[config.mk]
export PLATFORM = sky130hd
export DESIGN_NAME = ll_seq_ctrl
export DESIGN_NICKNAME = d
export VERILOG_FILES = /design/src/rtl/ll_seq_ctrl.sv
export SDC_FILE = /design/constraint.sdc
export NUM_CORES = 1
export LEC_CHECK = 0
export BUFFER_PORTS_ARGS = -buffer_cell sky130_fd_sc_hd__buf_2
export CORE_ASPECT_RATIO = 1.4
export CORE_MARGIN = 4
export CORE_UTILIZATION = 47
export DETAILED_ROUTE_END_ITERATION = 7
export GPL_TIMING_DRIVEN = 0
export HOLD_SLACK_MARGIN = 0.1
export PLACE_DENSITY_LB_ADDON = 0.08
export SLEW_MARGIN = 20
export SYNTH_ARGS = -nofsm -noshare
export SYNTH_HDL_FRONTEND = slang
export SYNTH_SLANG_ARGS = --single-unit
[constraint.sdc]
create_clock -name clk -period 3 [get_ports clk]
set_clock_uncertainty 0.1 [all_clocks]
set_input_delay 0.9 -clock clk [delete_from_list [all_inputs] [get_ports clk]]
set_output_delay 0.9 -clock clk [all_outputs]
set_load 0.02 [all_outputs]
[src/rtl/ll_seq_ctrl.sv]
// Line-length sequencer: gates samples into the LL datapath (active-low enable), frames them into
// sub-windows, captures each LL result and raises a debounced over-threshold detection flag.
`timescale 1ns/1ps
module ll_seq_ctrl #(
  parameter int DATA_W   = 16,
  parameter int LL_W     = 25,
  parameter int WIN_LEN  = 50,
  parameter int SUB_WINS = 5,
  parameter int DET_CNT  = 3,
  parameter int TMO      = 15
) (
  input  logic                     clk,
  input  logic                     rst,
  input  logic                     start,
  input  logic                     stop,
  input  logic                     smp_valid,
  input  logic signed [DATA_W-1:0] smp_in,
  input  logic signed [LL_W-1:0]   threshold,
  output logic signed [DATA_W-1:0] dp_din,
  output logic                     dp_en,
  output logic                     dp_rst,
  input  logic                     dp_valid,
  input  logic signed [LL_W-1:0]   dp_dout,
  output logic signed [LL_W-1:0]   ll_out,
  output logic                     ll_valid,
  output logic                     detect,
  output logic                     busy,
  output logic [1:0]               err
);

  localparam int SMP_W = (WIN_LEN > 1) ? $clog2(WIN_LEN) : 1;
  localparam int WIN_W = $clog2(SUB_WINS + 1);
  localparam int TMO_W = (TMO > 1) ? $clog2(TMO) : 1;
  localparam int HIT_W = $clog2(DET_CNT + 1);

  localparam logic [SMP_W-1:0] SMP_LAST = SMP_W'(WIN_LEN - 1);
  localparam logic [WIN_W-1:0] WIN_FULL = WIN_W'(SUB_WINS);
  localparam logic [TMO_W-1:0] TMO_LAST = TMO_W'(TMO - 1);
  localparam logic [HIT_W-1:0] HIT_FULL = HIT_W'(DET_CNT);

  typedef enum logic [1:0] {IDLE, CLR, RUN, WAIT} state_t;

  function automatic logic [WIN_W-1:0] win_sat_inc(input logic [WIN_W-1:0] v);
    return (v == WIN_FULL) ? v : v + WIN_W'(1);
  endfunction

  function automatic logic [HIT_W-1:0] hit_sat_inc(input logic [HIT_W-1:0] v);
    return (v == HIT_FULL) ? v : v + HIT_W'(1);
  endfunction

  state_t                     state_q, state_d;
  logic [SMP_W-1:0]           smp_cnt_q, smp_cnt_d;
  logic [WIN_W-1:0]           win_cnt_q, win_cnt_d;
  logic [TMO_W-1:0]           tmo_cnt_q, tmo_cnt_d;
  logic [HIT_W-1:0]           hit_cnt_q, hit_cnt_d;
  logic                       skid_full_q, skid_full_d;
  logic signed [DATA_W-1:0]   skid_data_q, skid_data_d;
  logic signed [DATA_W-1:0]   dp_din_q, dp_din_d;
  logic                       dp_en_q, dp_en_d;
  logic signed [LL_W-1:0]     ll_out_q, ll_out_d;
  logic                       ll_valid_q, ll_valid_d;
  logic                       detect_q, detect_d;
  logic [1:0]                 err_q, err_d;
  logic                       issue;
  logic signed [DATA_W-1:0]   issue_data;
  logic [WIN_W-1:0]           win_inc;
  logic [HIT_W-1:0]           hit_nxt;

  always_comb begin
    state_d     = state_q;
    smp_cnt_d   = smp_cnt_q;
    win_cnt_d   = win_cnt_q;
    tmo_cnt_d   = tmo_cnt_q;
    hit_cnt_d   = hit_cnt_q;
    skid_full_d = skid_full_q;
    skid_data_d = skid_data_q;
    dp_din_d    = dp_din_q;
    dp_en_d     = 1'b1;
    ll_out_d    = ll_out_q;
    ll_valid_d  = 1'b0;
    detect_d    = detect_q;
    err_d       = err_q;
    issue       = 1'b0;
    issue_data  = smp_in;
    win_inc     = win_sat_inc(win_cnt_q);
    hit_nxt     = hit_cnt_q;

    // Samples arriving while the datapath is not accepting are parked in a single-entry skid.
    if ((state_q == CLR || state_q == WAIT) && smp_valid) begin
      if (skid_full_q) begin
        err_d[0] = 1'b1;
      end else begin
        skid_full_d = 1'b1;
        skid_data_d = smp_in;
      end
    end

    case (state_q)
      IDLE: begin
        smp_cnt_d = '0;
        win_cnt_d = '0;
        tmo_cnt_d = '0;
        if (start) begin
          state_d = CLR;
          err_d   = 2'b00;
        end
      end
      CLR: state_d = RUN;
      RUN: begin
        if (skid_full_q) begin
          issue       = 1'b1;
          issue_data  = skid_data_q;
          skid_full_d = smp_valid;
          if (smp_valid) skid_data_d = smp_in;
        end else if (smp_valid) begin
          issue = 1'b1;
        end
        if (issue) begin
          dp_din_d = issue_data;
          dp_en_d  = 1'b0;
          if (smp_cnt_q == SMP_LAST) begin
            smp_cnt_d = '0;
            win_cnt_d = win_inc;
            if (win_inc == WIN_FULL) begin
              state_d   = WAIT;
              tmo_cnt_d = '0;
            end
          end else begin
            smp_cnt_d = smp_cnt_q + SMP_W'(1);
          end
        end
      end
      WAIT: begin
        if (dp_valid) begin
          ll_out_d   = dp_dout;
          ll_valid_d = 1'b1;
          hit_nxt    = (dp_dout > threshold) ? hit_sat_inc(hit_cnt_q) : '0;
          hit_cnt_d  = hit_nxt;
          detect_d   = (hit_nxt == HIT_FULL);
          state_d    = RUN;
        end else if (tmo_cnt_q == TMO_LAST) begin
          err_d[1] = 1'b1;
          state_d  = RUN;
        end else begin
          tmo_cnt_d = tmo_cnt_q + TMO_W'(1);
        end
      end
      default: state_d = IDLE;
    endcase

    // Abort overrides everything else but keeps the error history and last LL result.
    if (stop) begin
      state_d     = IDLE;
      smp_cnt_d   = '0;
      win_cnt_d   = '0;
      tmo_cnt_d   = '0;
      hit_cnt_d   = '0;
      skid_full_d = 1'b0;
      dp_din_d    = dp_din_q;
      dp_en_d     = 1'b1;
      ll_out_d    = ll_out_q;
      ll_valid_d  = 1'b0;
      detect_d    = 1'b0;
      err_d       = err_q;
    end
  end

  always_ff @(posedge clk or posedge rst) begin
    if (rst) begin
      state_q     <= IDLE;
      smp_cnt_q   <= '0;
      win_cnt_q   <= '0;
      tmo_cnt_q   <= '0;
      hit_cnt_q   <= '0;
      skid_full_q <= 1'b0;
      skid_data_q <= '0;
      dp_din_q    <= '0;
      dp_en_q     <= 1'b1;
      ll_out_q    <= '0;
      ll_valid_q  <= 1'b0;
      detect_q    <= 1'b0;
      err_q       <= 2'b00;
    end else begin
      state_q     <= state_d;
      smp_cnt_q   <= smp_cnt_d;
      win_cnt_q   <= win_cnt_d;
      tmo_cnt_q   <= tmo_cnt_d;
      hit_cnt_q   <= hit_cnt_d;
      skid_full_q <= skid_full_d;
      skid_data_q <= skid_data_d;
      dp_din_q    <= dp_din_d;
      dp_en_q     <= dp_en_d;
      ll_out_q    <= ll_out_d;
      ll_valid_q  <= ll_valid_d;
      detect_q    <= detect_d;
      err_q       <= err_d;
    end
  end

  assign dp_din   = dp_din_q;
  assign dp_en    = dp_en_q;
  assign dp_rst   = (state_q == IDLE) || (state_q == CLR);
  assign busy     = (state_q != IDLE);
  assign ll_out   = ll_out_q;
  assign ll_valid = ll_valid_q;
  assign detect   = detect_q;
  assign err      = err_q;

endmodule

# Word level (Yosys, flattened, before mapping)
# Cells that the tools add are included.
[classes] reduce_logical=18 n_lt_le_gt_ge=1 bitwise_logic=1 addsub=4 n_mux=57 n_eq_ne=19
[op_table] operator="16-bit two-way mux" count=5
[op_table] operator="2-bit two-way mux" count=13
[op_table] operator="25-bit > comparator" count=1
[op_table] operator="4-bit two-way mux" count=6
[op_table] operator="1-bit two-way mux" count=21
[op_table] operator="6-bit two-way mux" count=3
[op_table] operator="3-bit inequality test, second input constant" count=6
[op_table] operator="3-bit two-way mux" count=4
[op_table] operator="4-bit one-hot mux with 3 select lines" count=1
[op_table] operator="6-bit one-hot mux with 2 select lines" count=1
[op_table] operator="5-bit AND reduction" count=2
[op_table] operator="3-bit AND reduction" count=3
[op_table] operator="2-bit equality test, second input constant" count=4
[op_table] operator="2-bit one-hot mux with 4 select lines" count=1
[op_table] operator="2-bit nonzero test" count=4
[op_table] operator="6-bit by 1-bit adder with 6-bit output, second input constant" count=1
[op_table] operator="3-bit equality test, second input constant" count=2
[op_table] operator="6-bit equality test, second input constant" count=1
[op_table] operator="3-bit one-hot mux with 2 select lines" count=1
[op_table] operator="6-bit AND reduction" count=1
[op_table] operator="4-bit by 1-bit adder with 4-bit output, second input constant" count=1
[op_table] operator="4-bit equality test, second input constant" count=1
[op_table] operator="2-bit inequality test, second input constant" count=2
[op_table] operator="4-bit by 3-bit inequality test with 1-bit output, second input constant" count=1
[op_table] operator="12 further kinds" count=14
[word_totals] wordCells=114 out_inout_bits=48 input_bits=72 reg_bits=80

# Depth between registers and ports, before layout
[logic_depth] depth_word=8 mapped_depth=10 mapped_depth_nobuf=9

# Worst setup path after synthesis
# OpenSTA, ideal clock, no wires.
[synth_timing] path_type="input port to flip-flop" startpoint="in threshold[6]" endpoint="reg hit_cnt_q[1]" setup_time_ns=0.124 t_arrival_ns=2.339 path_slack_ns=0.438 n_path_buf=0 cell_stages=9 required_ns=2.776 path_cell_list="inv_1 ha_1 a211oi_1 nor2_1 nor3_1 o21ai_0 a31oi_1 o21bai_1 a211o_1"
[synth_via] elab_chain_len=5
[synth_lines] element="from (decl)" line_no="18" rtl="input logic signed [LL_W-1:0] threshold,"
[synth_lines] element="25-bit > comparator" line_no="137" rtl="hit_nxt = (dp_dout > threshold) ? hit_sat_inc(hit_cnt_q) : '0;"
[synth_lines] element="2-bit two-way mux" line_no="137"
[synth_lines] element="2-bit two-way mux" line_no="134" rtl="if (dp_valid) begin"
[synth_lines] element="2-bit two-way mux" line_no="98" rtl="case (state_q)"
[synth_lines] element="2-bit two-way mux" line_no="152" rtl="if (stop) begin"
[synth_lines] element="to (signal assigned)" line_no="188" rtl="hit_cnt_q <= hit_cnt_d;"
[synth_lines] element="to (decl)" line_no="55" rtl="logic [HIT_W-1:0] hit_cnt_q, hit_cnt_d;"
# Every way passes these cells. The select of a mux whose other input is x is not followed.
# A chain may end at the register's enable or synchronous reset.

# Worst setup path after layout
# Same ends and word-level chain as after synthesis.

==> results by group <==
GRT
  – Initial antenna violation count: 0
  – First-pass GRT wire length: 15.8 mm
  – Largest net degree at the start of global routing: 31
  – All-layer global routing usage: 0.189
  – GRT overflow: 0
  – Vias in the first global route: 3504

Pwr
  – Pwr/cell area: 671 nW/um2
  – Leakage: 2.71 nW
  – Total power draw: 0.00349 W
  – Maximum VDD drop: 0.419 mV

Place
  – Placed Instances: 662
  – DP Wirelength: 7.39 mm
  – RePlAce Congestion: 0.789
  – Number of port buffers: 118
  – Pre-CTS WS: 0.165 ns

Hold path
  – HP Class: reg2reg
  – Min-delay src: ll_out[14]$_DFFE_PP0P_
  – Worst hold endpoint: ll_out[14]$_DFFE_PP0P_
  – Hold path depth: 2

STA
  – TNS Setup: 0 ns
  – Worst Slack Setup Final: 0.502 ns
  – Setup violators final: 0
  – Fin. max-slew vios: 0
  – Post-route minimum period: 2.50 ns
  – RSZ-0062 raised after global routing: no
  – Tightest Pin Transition: 0.687 ns
  – Final period util: 0.833
  – Hold Vio Cnt, Final: 0
  – Maximum clock rate: 0.400 GHz
  – Worst rel slew slack: 0.542

Worst setup path
  – CP peak stage delay: 0.29 ns
  – RR Endpoint: tmo_cnt_q[3]$_DFFE_PP0P_
  – CP arrival: 2.61 ns
  – Crit Path Category: in2reg
  – Worst Setup Start Kind: input pin
  – CP Data Required Time: 3.12 ns
  – Flop2flop setup slack: 0.78 ns
  – Reg2Reg Depth: 9
  – CP endpoint kind: register
  – Slowest cell on crit path: ha_1
  – WP buf/inv: 2
  – Crit path cell chain: buf_2 -> inv_1 -> ha_1 -> a211oi_1 -> nor2_1 -> nor3_1 -> o21ai_0 -> a31oi_1 -> o21bai_1 -> a211o_1
  – Worst r2r src: win_cnt_q[0]$_DFFE_PP0P_
  – Top delay family on crit path: compound AO/OA/AOI/OAI gates
  – Max FO, Critical Path: 2

Outcome
  – Status: complete, no violations

Cells and area
  – Syn-to-layout area delta: 26.3%
  – Final core occ: 0.607
  – Fillers: 782
  – Post-route insts no fill: 678
  – Most frequent cells in the layout: 121 x buf_2, 97 x nand2_1, 79 x dfrtp_1, 34 x a21oi_1, 33 x nor2_1
  – Nets: 671
  – Most common cell after layout, fill and taps aside: buf_2
  – Layout cells sized above 1: 0.283
  – Antenna cells: 0

Routing
  – Residual DRC: 0
  – WL final: 9.38 mm
  – Drt first pass iters: 4
  – WL/cell: 13.8 um
  – Via density: 5.07
  – Via count: 3436
  – 1st-iter DRT viols: 140
  – Final ANT Viol Nets: 0

Floorplan
  – Initial Util: 0.481
  – Die area: 10300 um2
  – Die width: 87.1 um
  – IO Count: 120
  – Chip height: 119 um
  – Core area: 8560 um2
  – Row cnt: 40

Clocking
  – H-tree Lvls: 3
  – CTS tree: yes
  – CTS resizes: 0
  – Hold_buf cts: 0
  – Clock sink total: 80
  – Root Buffer: clkbuf_16
  – CTS Buf Count: 9
  – Clock slew at reported path FFs: 0.06 ns
  – Post-CTS setup buffer count: 0
  – Clock buffer depth: 2
  – Clock Latency Late Sink: 0.33 ns

Logic synthesis
  – Register area share after synthesis: 0.486
  – #FFs+latches synth: 80
  – Ys flop type: dfrtp_1
  – Synth Area per Inst: 9.42 um2
  – Post-synth EDFFs: 0
  – Post-Syn Instances: 437
  – Yosys warns: 0
  – Async SR Flop Fraction: 1.00
  – Mapped cell area: 4120 um2
  – Mapped Nets: 540
  – Unique masters post-synth: 43

Run
  – Max_cap viols: 0
-- synthesized netlist by cell type, types with 2 or more instances --
library cell | n | area, um2
a211oi_1 | 3 | 22.5
a21oi_1 | 34 | 170
a31oi_1 | 4 | 25.0
and2_1 | 3 | 18.8
buf_1 | 3 | 11.3
buf_2 | 3 | 15.0
clkbuf_1 | 5 | 18.8
dfrtp_1 | 79 | 1980
ha_1 | 31 | 388
inv_1 | 33 | 124
mux2_2 | 17 | 191
mux2i_1 | 19 | 190
nand2_1 | 97 | 364
nand2b_1 | 3 | 18.8
nand3_1 | 9 | 45.0
nand3b_1 | 2 | 15.0
nand4_1 | 12 | 75.1
nor2_1 | 33 | 124
nor3_1 | 5 | 25.0
o21ai_0 | 17 | 85.1
o31ai_1 | 2 | 15.0
xor2_1 | 2 | 17.5
-- worst register-to-register path: cells and delay by family (launching register included) --
| kind | cells | cell delay, ns |
|---|---|---|
| buffers and inverters | 1 | 0.14 |
| AND/OR/NAND/NOR | 3 | 0.61 |
| AO/OA/AOI/OAI | 4 | 0.62 |
| adder cells (fa/ha/maj) | 1 | 0.26 |
| flip-flops | 1 | 0.42 |
-- stage by stage --
step | hold slack [ns] | cell area (um2)
6_report | 0.365 | 5200
5_1_grt | 0.403 | 5200
4_1_cts | 0.372 | 5200
3_5_place_dp | 0.357 | 4880
3_3_place_gp | 0.352 | 4840
2_1_floorplan | 0.374 | 4120
-- routing by layer --
| metal | wire length, um | vias up | global-route usage |
|---|---|---|---|
| li1 | - | 1747 | - |
| met1 | 3800 | 1594 | 0.219 |
| met2 | 4920 | 84 | 0.339 |
| met3 | 546 | 11 | 0.0460 |
| met4 | 113 | 0 | 0.0518 |
| met5 | 0 | - | 0 |
-- cell families after synthesis --
logic type,after synthesis,share of synthesized area
flip-flops,80,0.486
adder cells (fa/ha/maj),31,0.0942
AO/OA/AOI/OAI,70,0.0972
AND/OR/NAND/NOR,172,0.180
multiplexers,36,0.0927
buffers and inverters,46,0.0447
XOR/XNOR,2,0.00425
-- registers in the layout, summed over array words and instances (netlist names) --
register	flops
ll_out	25
skid_data_q	16
err	2
tmo_cnt_q	4
dp_en	1
detect	1
win_cnt_q	3
smp_cnt_q	6
skid_full_q	1
dp_din	16
ll_valid	1
state_q	2
hit_cnt_q	2
-- power by group --
group / total (W) / switching [W] / leakage [nW] / internal [W]
registers: 0.00145 / 0.000130 / 1.01 / 0.00132
logic: 0.000877 / 0.000528 / 1.54 / 0.000348
clock network: 0.00116 / 0.000429 / 0.154 / 0.000731
-- final cells by class --
| cell class | instances | area (um2) | area share |
|---|---|---|---|
| plain buffers | 12 | 56.3 | 0.0108 |
| flip-flops and latches | 80 | 2000 | 0.385 |
| clock buffers | 11 | 233 | 0.0448 |
| inverters | 34 | 131 | 0.0253 |
| multi-input cells | 311 | 1930 | 0.371 |
| clock inverters | 5 | 82.6 | 0.0159 |
| well taps | 105 | 131 | 0.0253 |
| repair buffers | 120 | 631 | 0.121 |
-- worst max-delay path by stage --
| stage | cells after the start | start | slack [ns] | endpoint |
|---|---|---|---|---|
| CTS | 10 | threshold[6] | 0.50 | hit_cnt_q[1]$_DFFE_PP0P_ |
| finish | 10 | threshold[6] | 0.50 | hit_cnt_q[1]$_DFFE_PP0P_ |
| floorplan | 9 | threshold[6] | 0.44 | hit_cnt_q[1]$_DFFE_PP0P_ |
| detailed placement | 10 | threshold[6] | 0.16 | hit_cnt_q[1]$_DFFE_PP0P_ |
| global route | 9 | threshold[20] | 0.36 | hit_cnt_q[1]$_DFFE_PP0P_ |
| global placement | 10 | threshold[6] | 0.17 | hit_cnt_q[1]$_DFFE_PP0P_ |
No activity file was read; power rests on OpenSTA's default activity.
